<file path="src/rtl/reg_bank_sequencer_if.sv">
// Bundle between the instruction decoder / register bank / ALU and the sequencer.
// The sequencer is the slave: it answers the decoder handshake and drives the bank controls.
interface reg_bank_sequencer_if #(parameter int DATA_W = 32);
    logic              instr_valid;
    logic              instr_ready;
    logic [3:0]        instr_cond;
    logic [3:0]        instr_rn;
    logic [3:0]        instr_rm;
    logic [3:0]        instr_rd;
    logic              instr_uses_rm;
    logic              instr_writes_rd;
    logic              instr_set_flags;
    logic [3:0]        rb_read_A_sel;
    logic [3:0]        rb_read_B_sel;
    logic              rb_read_B_en;
    logic [3:0]        rb_write_sel;
    logic              rb_write_en;
    logic [DATA_W-1:0] rb_write_data;
    logic              rb_write_pc_en;
    logic [DATA_W-1:0] rb_write_pc;
    logic              rb_cpsr_en;
    logic [3:0]        rb_cpsr_data;
    logic [DATA_W-1:0] rb_pc;
    logic [3:0]        rb_cpsr;
    logic [DATA_W-1:0] alu_result;
    logic [3:0]        alu_flags;
    logic              done;
    logic              branch_taken;

    modport master (
        output instr_valid, instr_cond, instr_rn, instr_rm, instr_rd,
               instr_uses_rm, instr_writes_rd, instr_set_flags,
               rb_pc, rb_cpsr, alu_result, alu_flags,
        input  instr_ready, rb_read_A_sel, rb_read_B_sel, rb_read_B_en,
               rb_write_sel, rb_write_en, rb_write_data, rb_write_pc_en,
               rb_write_pc, rb_cpsr_en, rb_cpsr_data, done, branch_taken
    );

    modport slave (
        input  instr_valid, instr_cond, instr_rn, instr_rm, instr_rd,
               instr_uses_rm, instr_writes_rd, instr_set_flags,
               rb_pc, rb_cpsr, alu_result, alu_flags,
        output instr_ready, rb_read_A_sel, rb_read_B_sel, rb_read_B_en,
               rb_write_sel, rb_write_en, rb_write_data, rb_write_pc_en,
               rb_write_pc, rb_cpsr_en, rb_cpsr_data, done, branch_taken
    );
endinterface

</file>
<file path="src/rtl/reg_bank_sequencer.sv">
// Four-phase sequencer for one data-processing instruction: read operands, evaluate the
// ARM condition, then write back Rd, CPSR flags and PC in a single write-back cycle.
//
// state | meaning
// IDLE  | waiting for a decoded instruction; instr_ready high unless held
// READ  | operand selects presented to the bank for a full cycle
// EXEC  | selects held; ALU result, flags, PC and condition captured at exit
// WB    | single write-back cycle; enables, done and branch_taken from captured values
module reg_bank_sequencer #(
    parameter int DATA_W  = 32,
    parameter int PC_STEP = 4
) (
    input logic                 clk,
    input logic                 reset,
    input logic                 hold,
    reg_bank_sequencer_if.slave bus
);
    typedef enum logic [1:0] {IDLE, READ, EXEC, WB} state_t;

    state_t            state, state_next;
    logic [3:0]        cond_q, rn_q, rm_q, rd_q;
    logic              uses_rm_q, writes_rd_q, set_flags_q;
    logic [DATA_W-1:0] result_q, pc_q;
    logic [3:0]        flags_q;
    logic              cond_pass_q;
    logic              wr_en;

    function automatic logic cond_eval(input logic [3:0] cond, input logic [3:0] nzcv);
        logic n, z, c, v;
        {n, z, c, v} = nzcv;
        case (cond)
            4'h0:    cond_eval = z;
            4'h1:    cond_eval = !z;
            4'h2:    cond_eval = c;
            4'h3:    cond_eval = !c;
            4'h4:    cond_eval = n;
            4'h5:    cond_eval = !n;
            4'h6:    cond_eval = v;
            4'h7:    cond_eval = !v;
            4'h8:    cond_eval = c && !z;
            4'h9:    cond_eval = !c || z;
            4'hA:    cond_eval = (n == v);
            4'hB:    cond_eval = (n != v);
            4'hC:    cond_eval = !z && (n == v);
            4'hD:    cond_eval = z || (n != v);
            4'hE:    cond_eval = 1'b1;
            default: cond_eval = 1'b0;
        endcase
    endfunction

    always_ff @(posedge clk) begin
        if (reset) begin
            state       <= IDLE;
            cond_q      <= '0;
            rn_q        <= '0;
            rm_q        <= '0;
            rd_q        <= '0;
            uses_rm_q   <= 1'b0;
            writes_rd_q <= 1'b0;
            set_flags_q <= 1'b0;
            result_q    <= '0;
            pc_q        <= '0;
            flags_q     <= '0;
            cond_pass_q <= 1'b0;
        end else begin
            state <= state_next;
            if (state == IDLE && bus.instr_valid && !hold) begin
                cond_q      <= bus.instr_cond;
                rn_q        <= bus.instr_rn;
                rm_q        <= bus.instr_rm;
                rd_q        <= bus.instr_rd;
                uses_rm_q   <= bus.instr_uses_rm;
                writes_rd_q <= bus.instr_writes_rd;
                set_flags_q <= bus.instr_set_flags;
            end
            if (state == EXEC && !hold) begin
                result_q    <= bus.alu_result;
                flags_q     <= bus.alu_flags;
                pc_q        <= bus.rb_pc;
                cond_pass_q <= cond_eval(cond_q, bus.rb_cpsr);
            end
        end
    end

    // Everything is gated by reset so an aborted instruction issues nothing in the reset cycle.
    always_comb begin
        state_next         = state;
        wr_en              = 1'b0;
        bus.instr_ready    = 1'b0;
        bus.rb_read_A_sel  = '0;
        bus.rb_read_B_sel  = '0;
        bus.rb_read_B_en   = 1'b0;
        bus.rb_write_sel   = '0;
        bus.rb_write_en    = 1'b0;
        bus.rb_write_data  = '0;
        bus.rb_write_pc_en = 1'b0;
        bus.rb_write_pc    = '0;
        bus.rb_cpsr_en     = 1'b0;
        bus.rb_cpsr_data   = '0;
        bus.done           = 1'b0;
        bus.branch_taken   = 1'b0;
        if (!reset) begin
            case (state)
                IDLE: begin
                    bus.instr_ready = !hold;
                    if (bus.instr_valid && !hold) state_next = READ;
                end
                READ, EXEC: begin
                    bus.rb_read_A_sel = rn_q;
                    bus.rb_read_B_sel = rm_q;
                    bus.rb_read_B_en  = uses_rm_q;
                    if (!hold) state_next = (state == READ) ? EXEC : WB;
                end
                WB: begin
                    if (!hold) begin
                        wr_en              = cond_pass_q && writes_rd_q;
                        bus.rb_write_en    = wr_en;
                        bus.rb_write_sel   = rd_q;
                        bus.rb_write_data  = result_q;
                        bus.rb_cpsr_en     = cond_pass_q && set_flags_q;
                        bus.rb_cpsr_data   = flags_q;
                        bus.rb_write_pc_en = !(wr_en && rd_q == 4'd15);
                        bus.rb_write_pc    = pc_q + DATA_W'(PC_STEP);
                        bus.done           = 1'b1;
                        bus.branch_taken   = wr_en && rd_q == 4'd15;
                        state_next         = IDLE;
                    end
                end
                default: state_next = IDLE;
            endcase
        end
    end
endmodule
</file>
<file path="src/flat_wrapper.sv">
// flat-port wrapper written by rule: the top's interface ports become plain ports
module reg_bank_sequencer_flat 
#(
    parameter int DATA_W  = 32,
    parameter int PC_STEP = 4
)
  (clk, reset, hold, bus_instr_valid, bus_instr_cond, bus_instr_rn, bus_instr_rm, bus_instr_rd, bus_instr_uses_rm, bus_instr_writes_rd, bus_instr_set_flags, bus_rb_pc, bus_rb_cpsr, bus_alu_result, bus_alu_flags, bus_instr_ready, bus_rb_read_A_sel, bus_rb_read_B_sel, bus_rb_read_B_en, bus_rb_write_sel, bus_rb_write_en, bus_rb_write_data, bus_rb_write_pc_en, bus_rb_write_pc, bus_rb_cpsr_en, bus_rb_cpsr_data, bus_done, bus_branch_taken);
  reg_bank_sequencer_if #(.DATA_W(DATA_W)) bus_i ();
  input logic clk;
  input logic reset;
  input logic hold;
  input wire logic [$bits(bus_i.instr_valid)-1:0] bus_instr_valid;
  input wire logic [$bits(bus_i.instr_cond)-1:0] bus_instr_cond;
  input wire logic [$bits(bus_i.instr_rn)-1:0] bus_instr_rn;
  input wire logic [$bits(bus_i.instr_rm)-1:0] bus_instr_rm;
  input wire logic [$bits(bus_i.instr_rd)-1:0] bus_instr_rd;
  input wire logic [$bits(bus_i.instr_uses_rm)-1:0] bus_instr_uses_rm;
  input wire logic [$bits(bus_i.instr_writes_rd)-1:0] bus_instr_writes_rd;
  input wire logic [$bits(bus_i.instr_set_flags)-1:0] bus_instr_set_flags;
  input wire logic [$bits(bus_i.rb_pc)-1:0] bus_rb_pc;
  input wire logic [$bits(bus_i.rb_cpsr)-1:0] bus_rb_cpsr;
  input wire logic [$bits(bus_i.alu_result)-1:0] bus_alu_result;
  input wire logic [$bits(bus_i.alu_flags)-1:0] bus_alu_flags;
  output wire logic [$bits(bus_i.instr_ready)-1:0] bus_instr_ready;
  output wire logic [$bits(bus_i.rb_read_A_sel)-1:0] bus_rb_read_A_sel;
  output wire logic [$bits(bus_i.rb_read_B_sel)-1:0] bus_rb_read_B_sel;
  output wire logic [$bits(bus_i.rb_read_B_en)-1:0] bus_rb_read_B_en;
  output wire logic [$bits(bus_i.rb_write_sel)-1:0] bus_rb_write_sel;
  output wire logic [$bits(bus_i.rb_write_en)-1:0] bus_rb_write_en;
  output wire logic [$bits(bus_i.rb_write_data)-1:0] bus_rb_write_data;
  output wire logic [$bits(bus_i.rb_write_pc_en)-1:0] bus_rb_write_pc_en;
  output wire logic [$bits(bus_i.rb_write_pc)-1:0] bus_rb_write_pc;
  output wire logic [$bits(bus_i.rb_cpsr_en)-1:0] bus_rb_cpsr_en;
  output wire logic [$bits(bus_i.rb_cpsr_data)-1:0] bus_rb_cpsr_data;
  output wire logic [$bits(bus_i.done)-1:0] bus_done;
  output wire logic [$bits(bus_i.branch_taken)-1:0] bus_branch_taken;
  assign bus_i.instr_valid = bus_instr_valid;
  assign bus_i.instr_cond = bus_instr_cond;
  assign bus_i.instr_rn = bus_instr_rn;
  assign bus_i.instr_rm = bus_instr_rm;
  assign bus_i.instr_rd = bus_instr_rd;
  assign bus_i.instr_uses_rm = bus_instr_uses_rm;
  assign bus_i.instr_writes_rd = bus_instr_writes_rd;
  assign bus_i.instr_set_flags = bus_instr_set_flags;
  assign bus_i.rb_pc = bus_rb_pc;
  assign bus_i.rb_cpsr = bus_rb_cpsr;
  assign bus_i.alu_result = bus_alu_result;
  assign bus_i.alu_flags = bus_alu_flags;
  assign bus_instr_ready = bus_i.instr_ready;
  assign bus_rb_read_A_sel = bus_i.rb_read_A_sel;
  assign bus_rb_read_B_sel = bus_i.rb_read_B_sel;
  assign bus_rb_read_B_en = bus_i.rb_read_B_en;
  assign bus_rb_write_sel = bus_i.rb_write_sel;
  assign bus_rb_write_en = bus_i.rb_write_en;
  assign bus_rb_write_data = bus_i.rb_write_data;
  assign bus_rb_write_pc_en = bus_i.rb_write_pc_en;
  assign bus_rb_write_pc = bus_i.rb_write_pc;
  assign bus_rb_cpsr_en = bus_i.rb_cpsr_en;
  assign bus_rb_cpsr_data = bus_i.rb_cpsr_data;
  assign bus_done = bus_i.done;
  assign bus_branch_taken = bus_i.branch_taken;
  reg_bank_sequencer #(.DATA_W(DATA_W), .PC_STEP(PC_STEP)) u_core (.clk(clk), .reset(reset), .hold(hold), .bus(bus_i));
endmodule
</file>
<file path="config.mk">
export PLATFORM = sky130hd
export DESIGN_NAME = reg_bank_sequencer_flat
export DESIGN_NICKNAME = d
export VERILOG_FILES = /design/src/rtl/reg_bank_sequencer_if.sv /design/src/rtl/reg_bank_sequencer.sv /design/src/flat_wrapper.sv
export SDC_FILE = /design/constraint.sdc
export NUM_CORES = 1
export LEC_CHECK = 0
export BUFFER_PORTS_ARGS = -buffer_cell sky130_fd_sc_hd__buf_2
export CORE_MARGIN = 2
export CORE_UTILIZATION = 38
export DETAILED_ROUTE_END_ITERATION = 6
export HOLD_SLACK_MARGIN = 0.15
export PLACE_DENSITY = 0.76
export SLEW_MARGIN = 30
export SYNTH_ARGS = -nofsm -noshare
export SYNTH_HDL_FRONTEND = slang
export SYNTH_SLANG_ARGS = --single-unit
</file>
<file path="constraint.sdc">
create_clock -name clk -period 1.65 [get_ports clk]
set_input_delay 0 -clock clk [delete_from_list [all_inputs] [get_ports clk]]
set_output_delay 0 -clock clk [all_outputs]
set_load 0.05 [all_outputs]
</file>
==> results of run 1 <==
## cell families (layout without fill, tap and decap cells)
group           after synthesis  after routing  synth area share
xor+xnor                     29             29            0.0565
compound gates              101            101             0.117
mux                           4              4           0.00918
fa+ha+maj                     5              5            0.0139
simple gates                335            335             0.355
flops                        90             90             0.401
buf+inv                      53            361            0.0478
## final cells by class
type,count,area (um2)
tap,143,179
sequential,90,1830
clock buffer,13,272
inverter,9,38.8
fill,819,3590
timing repair buffer,337,2710
clock inverter,2,10.0
multi-input combinational,474,2840
## per-layer routing
layer  share of wire  routed length, um  up-vias
met4           0.034                544        0
met1            0.38               6210     2525
met3           0.059                957       49
met5               0                  0        -
li1                -                  -     2641
met2            0.52               8470      230
## per-stage QoR
step	setup slack (ns)	util	std cells
after global routing	-0.414	0.687	1068
after floorplan	-0.209	-	617
after detailed placement	-0.114	0.521	950
final	-0.332	0.687	1068
after CTS	-0.281	0.659	1062
after global placement	-0.0752	0.521	950
## power by group through the flow
stage          Sequential (mW)  Clock (mW)  Combinational, mW
2_1_floorplan             2.63           0               1.02
3_3_place_gp              2.63           0               1.67
3_5_place_dp              2.65           0               1.69
4_1_cts                   2.60        1.99               2.06
5_1_grt                   2.68        2.08               2.42
6_report                  2.65        1.94               2.23
## registers in the layout, indices dropped and copies added, names as in the netlist
| name | count |
|---|---|
| u_core.set_flags_q | 1 |
| u_core.rd_q | 4 |
| u_core.pc_q | 32 |
| u_core.cond_q | 4 |
| u_core.result_q | 32 |
| u_core.rm_q | 4 |
| u_core.flags_q | 4 |
| u_core.rn_q | 4 |
| u_core.state | 2 |
| u_core.writes_rd_q | 1 |
| u_core.cond_pass_q | 1 |
| u_core.uses_rm_q | 1 |
## cells in the mapped netlist, types with 5 or more instances
library cell               number  area share
sky130_fd_sc_hd__nor2_1        39       0.033
sky130_fd_sc_hd__nand3_1        6      0.0067
sky130_fd_sc_hd__inv_1          9      0.0075
sky130_fd_sc_hd__xor2_1        10       0.019
sky130_fd_sc_hd__and2_1        11       0.015
sky130_fd_sc_hd__clkbuf_1      34       0.028
sky130_fd_sc_hd__ha_1           5       0.014
sky130_fd_sc_hd__dfxtp_1       90        0.40
sky130_fd_sc_hd__nand4_1        7      0.0097
sky130_fd_sc_hd__a21oi_1       91        0.10
sky130_fd_sc_hd__and3_1        48       0.067
sky130_fd_sc_hd__nor3_2         6       0.013
sky130_fd_sc_hd__nand2_1      189        0.16
sky130_fd_sc_hd__xnor2_1       19       0.037
## worst reg2reg max path: stages, from the launching register on
cell and delay [ns]:
sky130_fd_sc_hd__dfxtp_4 0.37, sky130_fd_sc_hd__mux2_4 0.20, sky130_fd_sc_hd__nor4b_1 0.04, sky130_fd_sc_hd__or3_1 0.39, sky130_fd_sc_hd__o41ai_2 0.35, sky130_fd_sc_hd__a21oi_1 0.10
## how the worst max path moves through the flow
stage               cells after the start  slack, ns                    startpoint             endpoint
finish                                  8      -0.33   u_core.pc_q[3]$_SDFFE_PP0P_  bus_rb_write_pc[26]
global route                            7      -0.41  u_core.pc_q[10]$_SDFFE_PP0P_  bus_rb_write_pc[29]
CTS                                     6      -0.28  u_core.pc_q[17]$_SDFFE_PP0P_  bus_rb_write_pc[31]
detailed placement                      8      -0.11   u_core.pc_q[2]$_SDFFE_PP0P_  bus_rb_write_pc[22]
global placement                        8      -0.08   u_core.pc_q[2]$_SDFFE_PP0P_  bus_rb_write_pc[26]
floorplan                               5      -0.21  u_core.state[0]$_SDFFE_PP0P_  bus_rb_write_pc[21]
## repair_timing
action / CTS / global route
gates cloned: 1 / 0
setup buffers: 10 / 6
pin swaps: 21 / 45
hold endpoints to repair: 87 / 0
endpoints found under the setup margin: 71 / 79
resized for setup: 109 / 78
hold buffers: 87 / 0
==> out/metrics.cfg, run 1 <==
[clock_tree]
insertion_delay_ns = 0.33
clock_tree.htree_level_count = 3
cts.reportedPaths.clkPinSlew_ns = 0.06
tritoncts = done
cts_buffers = 9
cts.sink_count = 90
root_buffer = sky130_fd_sc_hd__clkbuf_16
clk_path_buf_depth = 2

[floorplanning]
chipHeight_um = 113
die_x_um = 113
initial_core_util = 0.392
die_outline_area_mm2 = 0.0127
boundaryPins = 182
fp.coreArea_mm2 = 0.0115
placement_rows = 39

[synth]
async_flop_share = 0
ys_dominant_reg_cell = sky130_fd_sc_hd__dfxtp_1
postSynthNetCount = 717
synth_enable_flop_cells = 0
synth.distinct_cells = 42
synth.yosys.warnings = 0
synthesis.area_per_instance_um2 = 7.29
synthesis.instances = 617
synth_sequential_area_ratio = 0.401
ys_ff_latch = 90
synth_area_mm2 = 0.00450

[critical_path]
crit_path_end_kind = output port
timing.critical_path.from_type = register
worstPathCellList = ha_4, inv_2, or3_4, buf_12, nor3_4, xnor2_1, nor2_2, buf_6
regToRegSetupSlack_ns = 0.08
crit_fanout = 7
cp_data_required_time_ns = 1.65
critical_path.n_buffers_inverters = 3
worstReg2RegStart = u_core.cond_q[2]$_SDFFE_PP0P_
arrival_ns = 1.98
critical_path.max_stage_delay_ns = 0.39
worst_r2r_endpoint = u_core.cond_pass_q$_SDFFE_PP0P_
critical_path_class = reg -> out
max_stage_delay_cell_worst_path = sky130_fd_sc_hd__or3_4
timing.critical_path.max_delay_family = simple AND/OR/NAND/NOR gates
worstRegToRegCells = 5

[global_route]
grt_antenna_before_repair = 0
number_of_global_route_vias_before_repair = 5294
top_usage_layer = met2
grt_max_degree = 92
grtUsageMet2 = 0.426
groute.usage.overall = 0.234
grtUsageMet3 = 0.0439
global_route_wire_length_before_repair_mm = 24.4
gr-usage-met1 = 0.263
grt_residual_overflow = 0

[power]
power.clock.fraction = 0.285
cellLeakagePower_nw = 3.49
power.combinational.fraction = 0.326
design_power_total_mw = 6.82
power_density_over_the_cells_mw_per_mm2 = 866
total_switching_power_mw = 2.12
internal_power_of_the_cells_mw = 4.70
power.sequential.fraction = 0.389
power_switching_share = 0.311
worst_ir_drop_vdd_mv = 0.497

[timing]
timing.final.crit_period_ns = 1.98
rsz0062_at_grt = true
timing_worst_slew_pin_value_ns = 0.420
clock.fmax_mhz = 504
holdWs_ns = 0.197
final.period_utilization = 1.20
slew-limit-headroom = 0.720
final.setup.tns_ns = -5.44
hold_violation_total_from_the_final_report = 0
final.setup.worst_slack_ns = -0.332
setup_violating_endpoint_count_in_the_final_report = 21
timing_max_transition_violations_final = 0
skew_ns = 0.00638

[hold_path]
hold_path.startpoint = bus_instr_valid
min-delay-path-class = in -> reg
worstHoldEndpoint = u_core.state[1]$_SDFFE_PP0P_
worst_hold_path.num_cells = 5

[routing]
detailed_route_wl_mm = 16.2
detailroute.via_count = 5445
drt_iter0_markers = 395
detail_route.vias_per_cell = 5.10
post_drt_wl_per_cell_um = 15.2
drt_first_pass_iters = 6
remaining_antenna_violation_count = 0
drc = 0

[layout]
post_route_cell_area_mm2 = 0.00788
top_library_cells_by_usage_in_the_layout_fill_and_taps_aside = sky130_fd_sc_hd__nand2_1 (184), sky130_fd_sc_hd__buf_2 (134), sky130_fd_sc_hd__a21oi_1 (90), sky130_fd_sc_hd__dlygate4sd3_1 (87), sky130_fd_sc_hd__dfxtp_1 (75)
final_net_count = 1021
antenna-diode-count = 0
ratio_of_cells_with_drive_above_1_in_the_final_layout = 0.388
area.growth.synth_to_final_pct = 75.2
final_common_cell = sky130_fd_sc_hd__nand2_1

[place]
detailed_place.area_mm2 = 0.00597
port_buffers = 181
gp_congestion = 0.840
dp_hpwl_mm = 8.81

[outcome]
violations_in_the_final_reports = negative setup slack
run_status = finished, violations left

[job]
timing.max_cap.violations = 0

(Power assumes the default switching activity.)
==> run 2: changes to the inputs <==
- CTS_BUF_LIST: default -> sky130_fd_sc_hd__clkbuf_8
==> out/metrics.cfg, run 2 (synthesis gave the netlist of run 1 again) <==
[routing]
post_drt_wl_per_cell_um = 15.8
drt_iter0_markers = 302
detailed_route_wl_mm = 16.8
detailroute.via_count = 5495
remaining_antenna_violation_count = 0
drt_first_pass_iters = 5
drc = 0
detail_route.vias_per_cell = 5.15

[layout]
largest_registers = u_core.pc_q: 32 flops, u_core.result_q: 32 flops
final_common_cell = sky130_fd_sc_hd__nand2_1
area.growth.synth_to_final_pct = 74.3
ratio_of_cells_with_drive_above_1_in_the_final_layout = 0.392
top_library_cells_by_usage_in_the_layout_fill_and_taps_aside = sky130_fd_sc_hd__nand2_1 (185), sky130_fd_sc_hd__buf_2 (127), sky130_fd_sc_hd__a21oi_1 (90), sky130_fd_sc_hd__dlygate4sd3_1 (87), sky130_fd_sc_hd__dfxtp_1 (75)
final_net_count = 1020
post_layout_nonfiller_instances = 1068
final_design_utilization = 0.684

[critical_path]
worstPathCellList = nand4_1, or3_4, or3_4, a21oi_4, buf_6
critical_path.max_stage_delay_ns = 0.45
timing.critical_path.from_type = register
crit_path_end_kind = output port
crit_fanout = 5
cp_data_required_time_ns = 1.65
arrival_ns = 2.02
critical_path_class = reg -> out
worstReg2RegStart = u_core.cond_q[2]$_SDFFE_PP0P_
max_stage_delay_cell_worst_path = sky130_fd_sc_hd__or3_4
crit_path_frequent_cell = sky130_fd_sc_hd__or3_4
worstSetupStartpoint = u_core.pc_q[7]$_SDFFE_PP0P_

[timing]
final.setup.worst_slack_ns = -0.370
clock.fmax_mhz = 495
skew_ns = 0.00765
holdWs_ns = 0.178
final.period_utilization = 1.22
slew-limit-headroom = 0.718
timing_worst_slew_pin_value_ns = 0.424
rsz0062_at_grt = true
timing_max_transition_violations_final = 0
timing.final.crit_period_ns = 2.02
setup_violating_endpoint_count_in_the_final_report = 30
final.setup.tns_ns = -5.83
hold_violation_total_from_the_final_report = 0

[floorplanning]
die_outline_area_mm2 = 0.0127
die_x_um = 113
boundaryPins = 182
chipHeight_um = 113
placement_rows = 39
initial_core_util = 0.392
fp.coreArea_mm2 = 0.0115

[power]
design_power_total_mw = 6.40
cellLeakagePower_nw = 3.46
worst_ir_drop_vdd_mv = 0.455
power_density_over_the_cells_mw_per_mm2 = 817

[job]
timing.max_cap.violations = 0

[clock_tree]
root_buffer = sky130_fd_sc_hd__clkbuf_8
clk_path_buf_depth = 2
clock_tree.htree_level_count = 3
tritoncts = done
insertion_delay_ns = 0.35
cts.sink_count = 90
cts_buffers = 9
cts.reportedPaths.clkPinSlew_ns = 0.09

[place]
place.detailed.instances = 950
port_buffers = 181
dp_hpwl_mm = 8.81
gp_congestion = 0.840

[global_route]
grt_residual_overflow = 0
number_of_global_route_vias_before_repair = 5423
groute.usage.overall = 0.241
grt_antenna_before_repair = 0
grt_max_degree = 92
global_route_wire_length_before_repair_mm = 25.1

[outcome]
violations_in_the_final_reports = negative setup slack
run_status = finished, violations left

[hold_path]
hold_path.startpoint = bus_instr_valid
min-delay-path-class = in -> reg

run 2: cell count changes in the layout (fill, tap and decap cells not counted), moves of 3 or more:
| cell | previous run | this run |
|---|---|---|
| sky130_fd_sc_hd__clkbuf_16 | 10 | 1 |
| sky130_fd_sc_hd__buf_6 | 31 | 34 |
| sky130_fd_sc_hd__nor2_1 | 19 | 16 |
| sky130_fd_sc_hd__clkbuf_4 | 8 | 17 |
| sky130_fd_sc_hd__nor2_2 | 14 | 17 |
| sky130_fd_sc_hd__buf_2 | 134 | 127 |
| sky130_fd_sc_hd__buf_4 | 58 | 52 |
| sky130_fd_sc_hd__nand2_2 | 5 | 2 |
| sky130_fd_sc_hd__clkbuf_8 | 1 | 10 |
run 2: final timing paths:
kind	slack, ns	cells after the start	endpoint
max	-0.37	5	bus_rb_write_pc[23]
min reg2reg	0.45	2	u_core.result_q[14]$_SDFFE_PP0P_
max reg2reg	0.08	5	u_core.cond_pass_q$_SDFFE_PP0P_
min	0.18	5	u_core.cond_q[2]$_SDFFE_PP0P_
run 2: stage by stage:
stage / setup slack, ns / area, um2
floorplan: -0.209 / 4580
global placement: -0.0752 / 5970
detailed placement: -0.114 / 5970
CTS: -0.316 / 7550
global route: -0.467 / 7840
finish: -0.370 / 7840
run 2: worst max-delay path, delay by kind of cell (launching register included):
kind	cells	cell delay (ns)
flip-flops	1	0.35
buffers and inverters	1	0.17
AND/OR/NAND/NOR	3	0.97
AO/OA/AOI/OAI	1	0.17
run 2: routing by layer:
| metal | global-route usage | wire length (um) | vias to the layer above |
|---|---|---|---|
| met2 | 0.438 | 8890 | 238 |
| met1 | 0.265 | 6300 | 2554 |
| met4 | 0.130 | 676 | 0 |
| li1 | - | - | 2642 |
| met3 | 0.0439 | 976 | 61 |
| met5 | 0 | 0 | - |
run 2: layout make-up:
class | count | area, um2
Antenna cell | 1 | 2.50
Clock buffer | 10 | 138
Clock inverter | 5 | 47.5
Fill cell | 841 | 3630
Inverter | 9 | 38.8
Multi-Input combinational cell | 474 | 2860
Sequential cell | 90 | 1830
Tap cell | 143 | 179
Timing Repair Buffer | 336 | 2740
run 2: power breakdown:
group	switching [mW]	internal (mW)
clock network	0.747	0.719
logic	1.17	1.11
registers	0.200	2.46
total	2.11	4.29
run 2: what timing repair did:
action                                  in CTS  in global routing
hold buffers                                87                  0
endpoints found under the setup margin      72                 75
gates resized for setup                    133                 65
pin swaps                                   28                 33
cloned                                       1                  1
endpoints found under the hold margin       87                  0
setup buffers                                9                  5
==> run 3: changes to the inputs <==
- CORE_MARGIN: 2 -> 3
==> out/metrics.cfg, run 3 (synthesis gave the netlist of run 1 again) <==
[clock_tree]
cts_buffers = 9
clock_tree.htree_level_count = 3
cts.reportedPaths.clkPinSlew_ns = 0.09
root_buffer = sky130_fd_sc_hd__clkbuf_8
clk_path_buf_depth = 2
insertion_delay_ns = 0.35
cts.sink_count = 90
tritoncts = done

[job]
timing.max_cap.violations = 0

[critical_path]
cp_data_required_time_ns = 1.65
worstReg2RegStart = u_core.cond_q[2]$_SDFFE_PP0P_
arrival_ns = 2.03
crit_path_end_kind = output port
critical_path_class = reg -> out
worstSetupStartpoint = u_core.pc_q[3]$_SDFFE_PP0P_
crit_fanout = 7
timing.critical_path.from_type = register

[place]
port_buffers = 181
gp_congestion = 0.847
detailed_place.area_mm2 = 0.00596
dp_hpwl_mm = 9.13

[floorplanning]
initial_core_util = 0.391
die_outline_area_mm2 = 0.0132
boundaryPins = 182
chipHeight_um = 115
placement_rows = 39
die_x_um = 115
fp.coreArea_mm2 = 0.0115

[timing]
skew_ns = 0.00656
clock.fmax_mhz = 494
holdWs_ns = 0.169
final.setup.worst_slack_ns = -0.376
slew-limit-headroom = 0.671
timing.final.crit_period_ns = 2.03
timing_worst_slew_pin_value_ns = 0.494
rsz0062_at_grt = true
timing_max_transition_violations_final = 0
hold_violation_total_from_the_final_report = 0
final.period_utilization = 1.23
setup_violating_endpoint_count_in_the_final_report = 28

[layout]
post_route_cell_area_mm2 = 0.00798
largest_registers = u_core.pc_q: 32 flops, u_core.result_q: 32 flops
final_common_cell = sky130_fd_sc_hd__nand2_1
final_net_count = 1022
ratio_of_cells_with_drive_above_1_in_the_final_layout = 0.388
top_library_cells_by_usage_in_the_layout_fill_and_taps_aside = sky130_fd_sc_hd__nand2_1 (185), sky130_fd_sc_hd__buf_2 (115), sky130_fd_sc_hd__a21oi_1 (90), sky130_fd_sc_hd__dlygate4sd3_1 (87), sky130_fd_sc_hd__dfxtp_1 (77)
antenna-diode-count = 0
area.growth.synth_to_final_pct = 77.4

[power]
worst_ir_drop_vdd_mv = 0.476
design_power_total_mw = 6.77
power_density_over_the_cells_mw_per_mm2 = 849
cellLeakagePower_nw = 3.46

[outcome]
run_status = finished, violations left
violations_in_the_final_reports = negative setup slack

[global_route]
grt_residual_overflow = 0
global_route_wire_length_before_repair_mm = 26.1
grt_max_degree = 46
groute.usage.overall = 0.246
number_of_global_route_vias_before_repair = 5459
grt_antenna_before_repair = 0

[routing]
detailroute.via_count = 5552
drc = 0
drt_first_pass_iters = 5
detail_route.vias_per_cell = 5.19
post_drt_wl_per_cell_um = 16.4
remaining_antenna_violation_count = 0
drt_iter0_markers = 402
detailed_route_wl_mm = 17.6

[hold_path]
min-delay-path-class = in -> reg
hold_path.startpoint = bus_instr_valid

run 3: changes by cell type in the layout (fill, tap and decap cells not counted), moves of 3 or more:
| cell | delta |
|---|---|
| sky130_fd_sc_hd__nor2_2 | -3 |
| sky130_fd_sc_hd__buf_2 | -12 |
| sky130_fd_sc_hd__nor2_1 | +4 |
| sky130_fd_sc_hd__buf_6 | +16 |
| sky130_fd_sc_hd__inv_1 | -3 |
| sky130_fd_sc_hd__buf_4 | +10 |
| sky130_fd_sc_hd__clkbuf_4 | -15 |
run 3: layout make-up:
type                    count  area [um2]
flip-flops and latches     90        1830
inverters                   9        38.8
repair buffers            337        2870
fillers                   817        3530
multi-input cells         475        2830
clock inverters             4        72.6
clock buffers              12         165
well taps                 143         179
run 3: critical path: stages, from the launching register on:
cell and delay, ns:
sky130_fd_sc_hd__dfxtp_4 0.38, sky130_fd_sc_hd__ha_4 0.13, sky130_fd_sc_hd__inv_2 0.04, sky130_fd_sc_hd__or3_4 0.38, sky130_fd_sc_hd__buf_12 0.16, sky130_fd_sc_hd__nor3_4 0.21
sky130_fd_sc_hd__xnor2_2 0.10, sky130_fd_sc_hd__nor2_2 0.11, sky130_fd_sc_hd__buf_6 0.17
run 3: final timing paths:
path,endpoint,slack (ns),cells past startpoint
worst max register to register,u_core.cond_pass_q$_SDFFE_PP0P_,0.06,5
worst min register to register,u_core.result_q[18]$_SDFFE_PP0P_,0.45,2
worst max-delay path,bus_rb_write_pc[22],-0.38,8
worst min-delay path,u_core.state[1]$_SDFFE_PP0P_,0.17,5
run 3: report_power, final:
group | internal (mW) | switching, mW
registers | 2.45 | 0.210
logic | 1.17 | 1.19
clock network | 0.976 | 0.777
run 3: timing repair:
item                                   4_1_cts  5_1_grt
gates cloned                                 2        1
pin swaps                                   28       31
setup endpoints to repair                   87       68
hold buffers                                87        0
endpoints found under the hold margin       87        0
setup buffers                                6        9
resized for setup                          143       82
run 3: layer usage:
layer,share of wire,track usage,wire length (um),up-vias
li1,-,-,-,2643
met1,0.38,0.278,6610,2580
met2,0.52,0.449,9110,273
met3,0.067,0.0542,1180,56
met4,0.037,0.0986,654,0
met5,0,0,0,-
run 3: per-stage QoR:
stage	setup slack [ns]	utilization	setup TNS, ns	cells
3_3_place_gp	-0.0616	0.517	-0.292	950
4_1_cts	-0.332	0.660	-5.61	1060
2_1_floorplan	-0.209	-	-3.75	617
5_1_grt	-0.456	0.693	-10.00	1070
6_report	-0.376	0.693	-6.88	1070
3_5_place_dp	-0.113	0.517	-0.467	950
